$ cat src/rtl/eh2_lsu_trigger_chain_if.sv
// DC3 request bundle fed into the LSU trigger unit.
// The master drives a load/store packet and the trigger unit consumes it.
interface eh2_lsu_trigger_chain_if #(
    parameter int DW   = 32,
    parameter int TIDW = 1
);
    logic            valid;
    logic            load;
    logic            store;
    logic            atomic;
    logic            dma;
    logic [TIDW-1:0] tid;
    logic [1:0]      size;
    logic [DW-1:0]   addr;
    logic [DW-1:0]   store_data;
    logic [DW-1:0]   amo_data;

    modport master (
        output valid, load, store, atomic, dma,
        output tid, size, addr, store_data, amo_data
    );

    modport slave (
        input valid, load, store, atomic, dma,
        input tid, size, addr, store_data, amo_data
    );
endinterface

$ cat src/rtl/eh2_lsu_trigger_chain.sv
// LSU data/address trigger unit with a private DC4 stage, pairwise chaining,
// hit-count thresholds and sticky per-thread hit status.
module eh2_lsu_trigger_chain #(
    parameter int NUM_THREADS = 2,
    parameter int NUM_TRIG    = 4,
    parameter int DW          = 32,
    parameter int CNT_W       = 8,
    localparam int TIDW = (NUM_THREADS > 1) ? $clog2(NUM_THREADS) : 1,
    localparam int NTT  = NUM_THREADS * NUM_TRIG
) (
    input  logic                    clk,
    input  logic                    rst,
    input  logic [NTT-1:0]          cfg_select,
    input  logic [NTT-1:0]          cfg_load,
    input  logic [NTT-1:0]          cfg_store,
    input  logic [NTT-1:0]          cfg_napot,
    input  logic [NTT-1:0]          cfg_chain,
    input  logic [NTT*DW-1:0]       cfg_tdata2,
    input  logic [NTT*CNT_W-1:0]    cfg_count,
    input  logic [NUM_THREADS-1:0]  cfg_wr,
    eh2_lsu_trigger_chain_if.slave  dc3,
    input  logic [NUM_THREADS-1:0]  flush_dc4,
    input  logic [NTT-1:0]          status_clr,
    output logic [NUM_TRIG-1:0]     match_dc4,
    output logic [TIDW-1:0]         match_tid_dc4,
    output logic [NTT-1:0]          hit_status
);

    logic             valid4, load4, store4, dma4;
    logic [TIDW-1:0]  tid4;
    logic [DW-1:0]    addr4, sdata4, sdata3, smask;
    logic [CNT_W-1:0] cnt [NTT];
    logic [CNT_W-1:0] nxt [NTT];
    logic [NTT-1:0]   upd, st_set;
    logic [NUM_TRIG-1:0] q, h, fire;
    logic [CNT_W:0]   se, so;
    logic             ch;
    int               base;

    // Masked compare: the trailing ones of tdata2 plus the first zero are don't-care
    function automatic logic cmp_hit(input logic [DW-1:0] d,
                                     input logic [DW-1:0] t2,
                                     input logic          napot);
        logic [DW-1:0] dc;
        dc = napot ? (t2 ^ (t2 + DW'(1))) : '0;
        return ((d ^ t2) & ~dc) == '0;
    endfunction

    // Returns {wrap, next count}; wrap means this hit reaches the threshold
    function automatic logic [CNT_W:0] step(input logic [CNT_W-1:0] c,
                                            input logic [CNT_W-1:0] n);
        logic wrap;
        wrap = (n <= CNT_W'(1)) || (c >= n - CNT_W'(1));
        return {wrap, wrap ? {CNT_W{1'b0}} : c + CNT_W'(1)};
    endfunction

    always_comb begin
        unique case (dc3.size)
            2'b00:   smask = DW'(8'hff);
            2'b01:   smask = DW'(16'hffff);
            default: smask = '1;
        endcase
        sdata3 = (dc3.atomic ? dc3.amo_data : dc3.store_data) & smask;
    end

    always_ff @(posedge clk or posedge rst) begin
        if (rst) begin
            valid4 <= 1'b0;
            load4  <= 1'b0;
            store4 <= 1'b0;
            dma4   <= 1'b0;
            tid4   <= '0;
            addr4  <= '0;
            sdata4 <= '0;
        end else begin
            valid4 <= dc3.valid;
            load4  <= dc3.load;
            store4 <= dc3.store;
            dma4   <= dc3.dma;
            tid4   <= dc3.tid;
            addr4  <= dc3.addr;
            sdata4 <= sdata3;
        end
    end

    always_comb begin
        base   = int'(tid4) * NUM_TRIG;
        q      = '0;
        h      = '0;
        fire   = '0;
        upd    = '0;
        st_set = '0;
        se     = '0;
        so     = '0;
        ch     = 1'b0;
        for (int j = 0; j < NTT; j++) nxt[j] = cnt[j];

        for (int i = 0; i < NUM_TRIG; i++) begin
            q[i] = valid4 & ~dma4 & ~flush_dc4[tid4]
                 & cmp_hit(cfg_select[base+i] ?
                               (store4 ? sdata4 : {DW{1'b0}}) : addr4,
                           cfg_tdata2[(base+i)*DW +: DW],
                           cfg_napot[base+i])
                 & ((cfg_store[base+i] & store4)
                   | (cfg_load[base+i] & load4 & ~store4
                      & ~cfg_select[base+i]));
        end

        // A chained pair shares the even trigger's counter and fires as one
        for (int p = 0; p < NUM_TRIG / 2; p++) begin
            ch = cfg_chain[base+2*p];
            se = step(cnt[base+2*p], cfg_count[(base+2*p)*CNT_W +: CNT_W]);
            so = step(cnt[base+2*p+1],
                      cfg_count[(base+2*p+1)*CNT_W +: CNT_W]);
            h[2*p]   = ch ? (q[2*p] & q[2*p+1]) : q[2*p];
            h[2*p+1] = ch ? (q[2*p] & q[2*p+1]) : q[2*p+1];
            fire[2*p] = h[2*p] & se[CNT_W] & ~cfg_wr[tid4];
            fire[2*p+1] = ch ? fire[2*p]
                             : (h[2*p+1] & so[CNT_W] & ~cfg_wr[tid4]);
            upd[base+2*p]   = h[2*p];
            nxt[base+2*p]   = se[CNT_W-1:0];
            upd[base+2*p+1] = h[2*p+1] & ~ch;
            nxt[base+2*p+1] = so[CNT_W-1:0];
        end

        for (int i = 0; i < NUM_TRIG; i++) st_set[base+i] = fire[i];
    end

    always_ff @(posedge clk or posedge rst) begin
        if (rst) begin
            for (int j = 0; j < NTT; j++) cnt[j] <= '0;
            hit_status <= '0;
        end else begin
            for (int j = 0; j < NTT; j++) begin
                if (cfg_wr[j/NUM_TRIG]) cnt[j] <= '0;
                else if (upd[j])        cnt[j] <= nxt[j];
                hit_status[j] <= st_set[j] | (hit_status[j] & ~status_clr[j]);
            end
        end
    end

    assign match_dc4     = fire;
    assign match_tid_dc4 = valid4 ? tid4 : '0;

endmodule

$ cat src/flat_wrapper.sv
// flat-port wrapper written by rule: the top's interface ports become plain ports
module eh2_lsu_trigger_chain_flat 
#(
    parameter int NUM_THREADS = 2,
    parameter int NUM_TRIG    = 4,
    parameter int DW          = 32,
    parameter int CNT_W       = 8,
    localparam int TIDW = (NUM_THREADS > 1) ? $clog2(NUM_THREADS) : 1,
    localparam int NTT  = NUM_THREADS * NUM_TRIG
)
  (clk, rst, cfg_select, cfg_load, cfg_store, cfg_napot, cfg_chain, cfg_tdata2, cfg_count, cfg_wr, flush_dc4, status_clr, match_dc4, match_tid_dc4, hit_status, dc3_valid, dc3_load, dc3_store, dc3_atomic, dc3_dma, dc3_tid, dc3_size, dc3_addr, dc3_store_data, dc3_amo_data);
  eh2_lsu_trigger_chain_if #(.DW(DW), .TIDW((1))) dc3_i ();
  input  logic clk;
  input  logic rst;
  input  logic [NTT-1:0] cfg_select;
  input  logic [NTT-1:0] cfg_load;
  input  logic [NTT-1:0] cfg_store;
  input  logic [NTT-1:0] cfg_napot;
  input  logic [NTT-1:0] cfg_chain;
  input  logic [NTT*DW-1:0] cfg_tdata2;
  input  logic [NTT*CNT_W-1:0] cfg_count;
  input  logic [NUM_THREADS-1:0] cfg_wr;
  input  logic [NUM_THREADS-1:0] flush_dc4;
  input  logic [NTT-1:0] status_clr;
  output logic [NUM_TRIG-1:0] match_dc4;
  output logic [TIDW-1:0] match_tid_dc4;
  output logic [NTT-1:0] hit_status;
  input wire logic [$bits(dc3_i.valid)-1:0] dc3_valid;
  input wire logic [$bits(dc3_i.load)-1:0] dc3_load;
  input wire logic [$bits(dc3_i.store)-1:0] dc3_store;
  input wire logic [$bits(dc3_i.atomic)-1:0] dc3_atomic;
  input wire logic [$bits(dc3_i.dma)-1:0] dc3_dma;
  input wire logic [$bits(dc3_i.tid)-1:0] dc3_tid;
  input wire logic [$bits(dc3_i.size)-1:0] dc3_size;
  input wire logic [$bits(dc3_i.addr)-1:0] dc3_addr;
  input wire logic [$bits(dc3_i.store_data)-1:0] dc3_store_data;
  input wire logic [$bits(dc3_i.amo_data)-1:0] dc3_amo_data;
  assign dc3_i.valid = dc3_valid;
  assign dc3_i.load = dc3_load;
  assign dc3_i.store = dc3_store;
  assign dc3_i.atomic = dc3_atomic;
  assign dc3_i.dma = dc3_dma;
  assign dc3_i.tid = dc3_tid;
  assign dc3_i.size = dc3_size;
  assign dc3_i.addr = dc3_addr;
  assign dc3_i.store_data = dc3_store_data;
  assign dc3_i.amo_data = dc3_amo_data;
  eh2_lsu_trigger_chain #(.NUM_THREADS(NUM_THREADS), .NUM_TRIG(NUM_TRIG), .DW(DW), .CNT_W(CNT_W)) u_core (.clk(clk), .rst(rst), .cfg_select(cfg_select), .cfg_load(cfg_load), .cfg_store(cfg_store), .cfg_napot(cfg_napot), .cfg_chain(cfg_chain), .cfg_tdata2(cfg_tdata2), .cfg_count(cfg_count), .cfg_wr(cfg_wr), .dc3(dc3_i), .flush_dc4(flush_dc4), .status_clr(status_clr), .match_dc4(match_dc4), .match_tid_dc4(match_tid_dc4), .hit_status(hit_status));
endmodule
$ cat config.mk
export PLATFORM = sky130hd
export DESIGN_NAME = eh2_lsu_trigger_chain_flat
export DESIGN_NICKNAME = d
export VERILOG_FILES = /design/src/rtl/eh2_lsu_trigger_chain_if.sv /design/src/rtl/eh2_lsu_trigger_chain.sv /design/src/flat_wrapper.sv
export SDC_FILE = /design/constraint.sdc
export NUM_CORES = 1
export LEC_CHECK = 0
export ABC_AREA = 0
export CAP_MARGIN = 5
export CORE_ASPECT_RATIO = 0.5
export CORE_MARGIN = 4
export CORE_UTILIZATION = 25
export DETAILED_ROUTE_END_ITERATION = 7
export HOLD_SLACK_MARGIN = 0.15
export RECOVER_POWER = 50
export REMOVE_ABC_BUFFERS = 1
export SKIP_LAST_GASP = 1
export SYNTH_ARGS = -nofsm -noshare
export SYNTH_HDL_FRONTEND = slang
export SYNTH_SLANG_ARGS = --single-unit
$ cat constraint.sdc
create_clock -name clk -period 7.9 [get_ports clk]
set_clock_uncertainty 0.05 [all_clocks]
set_input_delay 1.58 -clock clk [delete_from_list [all_inputs] [get_ports clk]]
set_output_delay 1.58 -clock clk [all_outputs]
set_load 0.1 [all_outputs]
# Word level (Yosys, flattened, before mapping)
# Cells that the tools add are included.
# totals
out_inout_bits	13
register_bits	141
inputBits	478
word_cells	324
# op_classes
n_reduce_logical	26
addsub	16
eq_ne	1
bitwise	99
n_shift	8
magnitude_cmp	27
mux	131
# ops
op	n
variable part select 256 x 32 -> 32 bit	2
2-to-1 mux 32 bit	10
bitwise mux 64 bit	4
2-to-1 mux 8 bit	32
variable part select 256 x 10 -> 32 bit	1
variable part select 256 x 9 -> 32 bit	1
XOR 32 bit	8
inverter 32 bit	7
variable part select 64 x 32 -> 8 bit	3
AND 32 bit	5
adder 32 x 1 -> 32 bit (second input constant)	4
greater-or-equal comparator 32 x 1 -> 1 bit (second input constant)	4
greater-or-equal comparator 32 x 4 -> 1 bit (second input constant)	4
logical NOT 32 bit	4
< comparator 32 x 1 -> 1 bit (second input constant)	4
binary-select mux 8 bit (select 3 bit)	4
demux 8 bit (select 3 bit)	4
< comparator 32 x 5 -> 1 bit (second input constant)	3
case mux 32 bit (2 select lines)	1
variable part select 64 x 7 -> 8 bit	1
2-to-1 mux 1 bit	52
bitwise mux 8 bit	6
AND 1 bit	46
binary-select mux 1 bit (select 3 bit)	13
other kinds (22)	85

# Longest topological paths before layout
# Gate-level depths: netlist (run 1).
# depth
depth_word	19
ltp_mapped	26

# Least setup slack after synthesis (run 1)
# No wires, ideal clock.
# synth_path
kind	register to output
start	reg u_core.tid4
end	out match_dc4[1]
path_buffers	13
path_stages_with_launch	26
t_required_ns	6.270
arrival_ns	6.997
slack_ns	-0.727
path_cell_list	dfrtp_1 -> buf_6 -> buf_8 -> buf_12 -> buf_8 -> buf_8 -> buf_4 -> buf_2 -> buf_2 -> buf_2 -> buf_2 -> buf_2 -> buf_2 -> mux2i_1 -> ha_1 -> nand2_1 -> or3_1 -> a21oi_1 -> a21oi_1 -> ha_1 -> a21o_1 -> a21o_1 -> buf_1 -> a21o_1 -> nand3b_1 -> a211oi_1
# synth_between
elab_chain_cells	15
elab_cells_between_ends	90
# synth_rtl
element	line	text
from (decl)	eh2_lsu_trigger_chain.sv:30	logic [TIDW-1:0] tid4;
from (signal assigned)	eh2_lsu_trigger_chain.sv:80	tid4 <= dc3.tid;
adder 3 x 1 -> 4 bit	--	
variable part select 256 x 10 -> 32 bit (tied with other cells)	eh2_lsu_trigger_chain.sv:102	cfg_tdata2[(base+i)*DW +: DW],
adder 32 x 1 -> 32 bit (tied with other cells)	eh2_lsu_trigger_chain.sv:45	dc = napot ? (t2 ^ (t2 + DW'(1))) : '0;
XOR 32 bit (tied with other cells)	eh2_lsu_trigger_chain.sv:45	
2-to-1 mux 32 bit (on tied branches)	eh2_lsu_trigger_chain.sv:45, eh2_lsu_trigger_chain.sv:100	
inverter 32 bit / XOR 32 bit (equally long branches)	eh2_lsu_trigger_chain.sv:46	return ((d ^ t2) & ~dc) == '0;
AND 32 bit	eh2_lsu_trigger_chain.sv:46	
logical NOT 32 bit	eh2_lsu_trigger_chain.sv:46	
AND 1 bit	eh2_lsu_trigger_chain.sv:100	& cmp_hit(cfg_select[base+i] ?
AND 1 bit	eh2_lsu_trigger_chain.sv:104	& ((cfg_store[base+i] & store4)
AND 1 bit	eh2_lsu_trigger_chain.sv:115, eh2_lsu_trigger_chain.sv:116	
2-to-1 mux 1 bit (on tied branches)	eh2_lsu_trigger_chain.sv:116, eh2_lsu_trigger_chain.sv:115	
AND 1 bit (on tied branches) (2 in a row)	eh2_lsu_trigger_chain.sv:119, eh2_lsu_trigger_chain.sv:117	
2-to-1 mux 1 bit *	eh2_lsu_trigger_chain.sv:118	fire[2*p+1] = ch ? fire[2*p]
to (decl)	flat_wrapper.sv:25	output logic [NUM_TRIG-1:0] match_dc4;
# Mark *: on every way between the ends. The rest lies on a longest branch, timed or not. The select of a mux whose other input is x is not followed.

# Final worst setup path (run 1)
# layout_path
start	in cfg_select[1]
end	out match_dc4[0]
# layout_between
elab_chain_cells	13
elab_cells_between_ends	16
# layout_rtl
element	line	text
from (decl)	flat_wrapper.sv:15	input logic [NTT-1:0] cfg_select;
binary-select mux 1 bit (select 3 bit) *	eh2_lsu_trigger_chain.sv:100, eh2_lsu_trigger_chain.sv:106	
2-to-1 mux 1 bit (implied by the code) * (2 in a row)	eh2_lsu_trigger_chain.sv:100, eh2_lsu_trigger_chain.sv:106	
2-to-1 mux 32 bit	eh2_lsu_trigger_chain.sv:100	
XOR 32 bit	eh2_lsu_trigger_chain.sv:46	
AND 32 bit	eh2_lsu_trigger_chain.sv:46	
logical NOT 32 bit	eh2_lsu_trigger_chain.sv:46	
AND 1 bit	eh2_lsu_trigger_chain.sv:100	
AND 1 bit *	eh2_lsu_trigger_chain.sv:104	
AND 1 bit *	eh2_lsu_trigger_chain.sv:115	h[2*p] = ch ? (q[2*p] & q[2*p+1]) : q[2*p];
2-to-1 mux 1 bit *	eh2_lsu_trigger_chain.sv:115	
AND 1 bit * (2 in a row)	eh2_lsu_trigger_chain.sv:117	fire[2*p] = h[2*p] & se[CNT_W] & ~cfg_wr[tid4];
# Marks and branches as above.

==> results.md, run 1 <==
* GRT met2 Usage at 0.3800
* Failing checks: max-capacitance violations, max-slew violations
* Number of synthesized flops with an enable pin at 0
* Yosys top cell area share at 0.2151
* Adder-cell area share of the yosys netlist at 0.03356
* Fin cells at 3249
* Synth Area in XOR/XNOR at 0.09556
* Startpoint Class: primary input
* Final setup viols at 0
* Gates resized, CTS repair at 0
* # H-tree levels at 4
* Hold Buf Count CTS at 0
* Worst path cell trace: clkdlybuf4s50_1 -> mux2_2 -> buf_4 -> mux2i_1 -> xnor2_1 -> nand3_1 -> nor4_1 -> nor2_1 -> nor3_1 -> o211ai_1 -> nor2_1 -> buf_12
* Leak at 9.240 nW
* Hold WS at 0.4550 ns
* Reg2reg setup slack at 2.52 ns
* RR Endpoint: u_core.cnt[43]$_DFFE_PP0P_
* Initial DRC Count at 1366
* Initial antenna violation count at 19
* Rows at 66
* Status: complete, but fails checks
* Final Cycle Share at 0.9315
* Critical path fanouts, max at 23
* Global-route wire length before repair at 112700 µm
* Yosys cell types at 79
* Synth Register Bits at 141
* Synth Instances at 1896
* Number of instances in the placed design at 3202
* Vias per Instance at 5.304
* Worst rel slew slack at -1.814
* Setup ws final at 0.5408 ns
* Sink Count at 141
* CTS tree: yes
* Compound-Gate Fraction of Synth Area at 0.1730
* Later-pin clock latency in the skew report at approximately 0.46 ns
* Placer Congestion at 0.9614
* Core area at 0.06499 mm²
* Synth-to-Final Area Change at 39.41%
* Place WS at between 0.6 and 0.7 ns
* RSZ-0062 raised after global routing: false
* Cell accounting for the most synthesized area: dfrtp_1
* Worst EP required at 6.27 ns
* Synth async-reset ratio at 1.000
* Remaining Overflow, GRT at 0
* Hold Path End: u_core.hit_status[1]$_DFF_PP0_
* Critical Path AT at 5.73 ns
* Routed wire length at between 70000 and 80000 µm
* Synth Warn # at 0
* F_max at 0.1359 GHz
* Top FF cell, synth: dfrtp_1
* Final ANT Viol Nets at 0
* Largest net degree at the start of global routing at 112
* Worst slew pin tran at 4.199 ns
* Synth top area cells: dfrtp_1 22%, mux2i_1 19%, xnor2_1 6.2%, mux2_2 3.5%, ha_1 3.4%
* CTS buffer count at 17
* Number of global-route vias before repair at 17380
* Die Ht at 189.1 µm
* Setup bufs post-CTS at 0
* Post-synthesis cell area at 0.01641 mm²
* CP endpoint kind: primary output
* Drt wl/cell at 24.31 µm
* Final Hold Fails at 0
* Filler instances at 6729
* Main combinational cell family by area after synthesis: multiplexers
* Cell Pwr Density at 119.5 mW/mm²
* Fin crit period at 7.359 ns
* Bufs on Longest Clock Path at 2
* Top-Level Pins at 491
* Slew Limit Fails at 114
* R2R depth at 11
* GR Util met1 at 0.2612
* Min-Delay Path Class: flip-flop to flip-flop
* Gr busiest metal: met2
* CTS root buffer: clkbuf_16
* Slowest-stage cell, CP: mux2_2
* Critical path's largest stage delay at slightly below 0.8 ns
* Sequential area share after synthesis at 0.2151
* Port buffer count at between 400 and 500
* Hold_sp: u_core.hit_status[1]$_DFF_PP0_
* M3 GR Usage at 0.02721
* Worst R2R Start: u_core.tid4$_DFF_PP0_
* Cell mode on critical path: nor2_1
* Syn avg cell area at 8.653 µm²
* Via count at approximately 17000
* Clk slew on worst S/H paths at 0.08 ns
* Post-route DRC at 0
* GR Util All Layers at 0.2153
* Mux contribution to synthesized area at 0.2300
* Die width at 370.3 µm
* Maximum VDD drop at ~160 µV
* Die area at 0.07003 mm²
* First-pass DRT Iterations at 6
* Crit path kind: primary input to primary output
* Starting Density at 0.2524
* Worst Hold Depth at 2
* Nets at 2859
* Layout cells sized above 1 at 0.05915
* MaxCap Viol Count at 2
* Hpwl dp at 65710 µm
* Post-synthesis simple-gate area fraction at 0.2095
## power breakdown
| part | internal [mW] | total (mW) | switching [mW] |
|---|---|---|---|
| clock network | 0.515 | 0.916 | 0.400 |
| logic | 0.489 | 1.05 | 0.559 |
| registers | 0.743 | 0.769 | 0.0255 |
| total | 1.75 | 2.73 | 0.985 |
## layout make-up
cell class,instances,area [µm²],share of cell area
Inverter,42,158.9,0.006947
Timing Repair Buffer,522,5206,0.2276
Clock inverter,15,219.0,0.009573
Sequential cell,141,3532,0.1544
Clock buffer,17,425.4,0.01860
Multi-Input combinational cell,1613,12190,0.5328
Tap cell,884,1106,0.04836
Antenna cell,15,37.54,0.001641
## through the flow
stage / TNS [ns] / power [mW] / cell area [µm²] / util
after floorplan: -466.02 / 1.350 / 15850 / -
after detailed placement: 0 / 1.815 / 22200 / 0.3415
after CTS: 0 / 2.734 / 22840 / 0.3514
after global placement: 0 / 1.814 / 22200 / 0.3415
final: 0 / 2.732 / 22870 / 0.3519
after global routing: 0 / 2.840 / 22870 / 0.3519
## layout by cell type, fill, tap and decap left out, types with 24 or more instances in the layout
cell / n
nand3b_1: 24
dfrtp_1: 140
nor4_1: 31
nor3_1: 41
a211oi_1: 33
nand3_1: 65
xnor2_1: 117
xor2_1: 62
a21o_1: 27
buf_4: 33
ha_1: 44
nand2b_1: 29
o22ai_1: 40
a21oi_1: 107
o31ai_1: 24
clkdlybuf4s50_1: 443
nor2_1: 80
inv_1: 41
mux2i_1: 314
and2_1: 42
mux2_2: 45
nor2b_1: 52
o21ai_0: 59
dlygate4sd3_1: 38
nand2_1: 75
nand4_1: 73
## flip-flops by register name (all words and copies together), names as in the netlist
register	count
u_core.cnt	64
u_core.addr4	32
u_core.sdata4	32
u_core.hit_status	8
u_core.dma4	1
u_core.load4	1
u_core.store4	1
u_core.tid4	1
u_core.valid4	1
## Yosys cell counts, types with 44 or more instances
master / instances
a21oi_1: 107
mux2i_1: 314
ha_1: 44
mux2_2: 51
dfrtp_1: 141
nand4_1: 73
nand2_1: 75
o21ai_0: 59
xor2_1: 62
xnor2_1: 117
nor2_1: 80
nand3_1: 65
nor2b_1: 52
## critical path: cells and delay by family
family | cells | cell delay [ns]
compound gates | 1 | 0.24
xor+xnor | 1 | 0.23
mux | 2 | 1.01
simple gates | 5 | 1.62
buf+inv | 3 | 1.01
## cells by family after synthesis
group	count (synthesis)
and+or+nand+nor	602
AOI/OAI and AO/OA	418
muxes	370
xor gates and xnor gates	179
buffers and inverters	142
DFF	141
adders and majority gates	44
## routing by layer
metal	part of all wire	routed length (µm)	up-vias
li1	-	-	8136
met2	0.51	40030	571
met5	0.00016	13	-
met3	0.048	3777	133
met4	0.041	3261	2
met1	0.40	31890	8391
## worst max-delay path by stage
stage	slack [ns]	end	startpoint
4_1_cts	0.65	match_dc4[0]	cfg_select[1]
3_3_place_gp	0.68	match_dc4[1]	cfg_select[0]
2_1_floorplan	-9.20	match_dc4[3]	u_core.tid4$_DFF_PP0_
6_report	0.54	match_dc4[0]	cfg_select[1]
3_5_place_dp	0.66	match_dc4[0]	cfg_select[1]
5_1_grt	0.36	match_dc4[1]	cfg_select[4]
Power figures use the tool's default switching activity.
==> run 2: changes to the inputs <==
SLEW_MARGIN = 25   (was unset)
==> results.md, run 2 (synthesized netlist as in run 1, its figures left out) <==
* Status: complete, but fails checks
* Failing checks: max-capacitance violations, max-slew violations
* Clk slew on worst S/H paths at 0.07 ns (about the same)
* Later-pin clock latency in the skew report at 0.45 ns (about the same)
* Number of global-route vias before repair at 17530 (+0.87%)
* Final Hold Fails at 0 (unchanged)
* Slowest-stage cell, CP: mux2_2
* Place WS at 0.6328 ns (-0.02458 ns)
* First-pass DRT Iterations at 7 (+1)
* Maximum VDD drop at 155.7 µV (-2.9%)
* Final ANT Viol Nets at 0 (unchanged)
* Drt wl/cell at 24.38 µm (+0.28%)
* Hold_sp: u_core.hit_status[1]$_DFF_PP0_
* Worst slew pin tran at 4.118 ns (-0.08010 ns)
* CP endpoint kind: primary output
* Setup bufs post-CTS at 0 (unchanged)
* Cell mode on critical path: buf_4
* Initial antenna violation count at 18 (-1)
* Global-route wire length before repair at 112800 µm (about the same)
* CTS buffer count at 17 (unchanged)
* Hold WS at 0.4622 ns (+0.007167 ns)
* Largest register FFs at 64 (unchanged)
* Die width at 370.3 µm (unchanged)
* Met2 wire len at 39920 µm (-0.28%)
* Leak at 9.227 nW (-0.14%)
* Largest registers: u_core.cnt x64, u_core.addr4 x32, u_core.sdata4 x32
* Critical path fanouts, max at 19 (-17%)
* Routed wire length at 79220 µm (+0.31%)
* Top-Level Pins at 491 (unchanged)
* Synth-to-Final Area Change at 39.38% (about the same)
* Initial DRC Count at 1336 (-2.2%)
* Rows at 66 (unchanged)
* Worst path cell trace: clkdlybuf4s50_1 -> mux2_2 -> buf_4 -> mux2i_1 -> xnor2_1 -> o22ai_1 -> nor4_1 -> nand4b_1 -> nor4_2 -> buf_4 -> nand3b_1 -> a211oi_1 -> buf_12
* Crit path kind: primary input to primary output
* Worst EP required at 6.27 ns (about the same)
* Leading cell type in the layout, fill and taps excluded: clkdlybuf4s50_1
* Hpwl dp at 65770 µm (about the same)
* Largest net degree at the start of global routing at 112 (unchanged)
* Layout cells sized above 1 at 0.06043 (+0.001277)
* Worst R2R Start: u_core.tid4$_DFF_PP0_
* Vias per Instance at 5.307 (about the same)
* Core area at 0.06499 mm² (unchanged)
* Die Ht at 189.1 µm (unchanged)
* RSZ-0062 raised after global routing: false
* Met3 WL at 3319 µm (-12%)
* Fin util at 0.3519 (about the same)
* Fin crit period at 7.356 ns (-0.003100 ns)
* Setup tns final at 0 ns (unchanged)
* Placer Congestion at 0.9614 (unchanged)
* F_max at 0.1359 GHz (about the same)
* Min-Delay Path Class: flip-flop to flip-flop
* MaxCap Viol Count at 2 (unchanged)
* Post-route DRC at 0 (unchanged)
* Biggest register: u_core.cnt
* Reg2reg setup slack at 2.52 ns (about the same)
* CTS tree: yes
* Worst Hold Depth at 2 (unchanged)
* RR Endpoint: u_core.cnt[43]$_DFFE_PP0P_
* Critical Path AT at 5.73 ns (about the same)
* Setup ws final at 0.5439 ns (+0.003100 ns)
* DR top layer: met4
* Final Cycle Share at 0.9312 (about the same)
* Final setup viols at 0 (unchanged)
* Hold Buf Count CTS at 0 (unchanged)
* Slew Limit Fails at 114 (unchanged)
* Power, Total at 2.706 mW (-0.96%)
* Worst rel slew slack at -1.761 (+0.05369)
* GR Util All Layers at 0.2154 (about the same)
* Port buffer count at 486 (unchanged)
* Startpoint Class: primary input
* Hold Path End: u_core.hit_status[1]$_DFF_PP0_
* Nets at 2859 (unchanged)
* Remaining Overflow, GRT at 0 (unchanged)
* CTS root buffer: clkbuf_16
* R2R depth at 11 (unchanged)
* Commonest cells after routing, fill and taps aside: 442 x clkdlybuf4s50_1, 314 x mux2i_1, 140 x dfrtp_1, 117 x xnor2_1, 107 x a21oi_1
* Met1 wire length at 32450 µm (+1.8%)
* Gates resized, CTS repair at 0 (unchanged)
* Bufs on Longest Clock Path at 2 (unchanged)
* Starting Density at 0.2524 (unchanged)
* # H-tree levels at 4 (unchanged)
* Die area at 0.07003 mm² (unchanged)
* Sink Count at 141 (unchanged)
* Critical path's largest stage delay at 0.60 ns (-0.17 ns)
* Via count at 17250 (+0.087%)
* Cell Pwr Density at 118.3 mW/mm² (-0.94%)
==> run 2: changes by cell type in the layout (fill, tap and decap cells not counted), sizes merged <==
cell,before,now
clkinvlp,2,3
clkdlybuf4s50,443,442
bufinv,3,2
dlygate4sd3,38,39
diode,15,16
==> run 2: final cells by class <==
cell class / instances / area [µm²]
Fill cell: 6680 / 42120
Antenna cell: 16 / 40.04
Clock buffer: 17 / 425.4
Inverter: 42 / 158.9
Tap cell: 884 / 1106
Sequential cell: 141 / 3532
Multi-Input combinational cell: 1613 / 12200
Clock inverter: 15 / 196.4
Timing Repair Buffer: 522 / 5206
==> run 2: worst max-delay path by stage <==
stage,cells past startpoint,endpoint,startpoint,slack [ns]
after floorplan,11,match_dc4[3],u_core.tid4$_DFF_PP0_,-9.20
after global placement,13,match_dc4[1],cfg_select[0],0.68
after detailed placement,12,match_dc4[0],cfg_select[1],0.63
after CTS,12,match_dc4[0],cfg_select[1],0.63
after global routing,12,match_dc4[1],cfg_select[0],0.33
final,13,match_dc4[1],cfg_select[0],0.54
==> run 2: critical path, delay by kind of cell <==
family / cells / cell delay (ns)
buffers and inverters: 4 / 1.25
muxes: 2 / 1.09
and+or+nand+nor: 4 / 1.00
AOI/OAI and AO/OA: 2 / 0.55
xor gates and xnor gates: 1 / 0.21
==> run 2: power by group <==
part	internal (mW)	total, mW	switching, mW
clock	0.484	0.886	0.402
sequential	0.743	0.769	0.0257
combinational	0.489	1.05	0.562
==> run 2: per-layer routing <==
layer / track usage / vias up
met5: 0 / -
met4: 0.1034 / 0
li1: - / 8109
met3: 0.02472 / 140
met1: 0.2628 / 8430
met2: 0.3785 / 569
==> run 2: metrics by stage <==
stage | area [µm²] | std cells
final | 22870 | 3250
after CTS | 22830 | 3234
after detailed placement | 22210 | 3202
after global placement | 22200 | 3202
after floorplan | 15850 | 1796
after global routing | 22860 | 3249
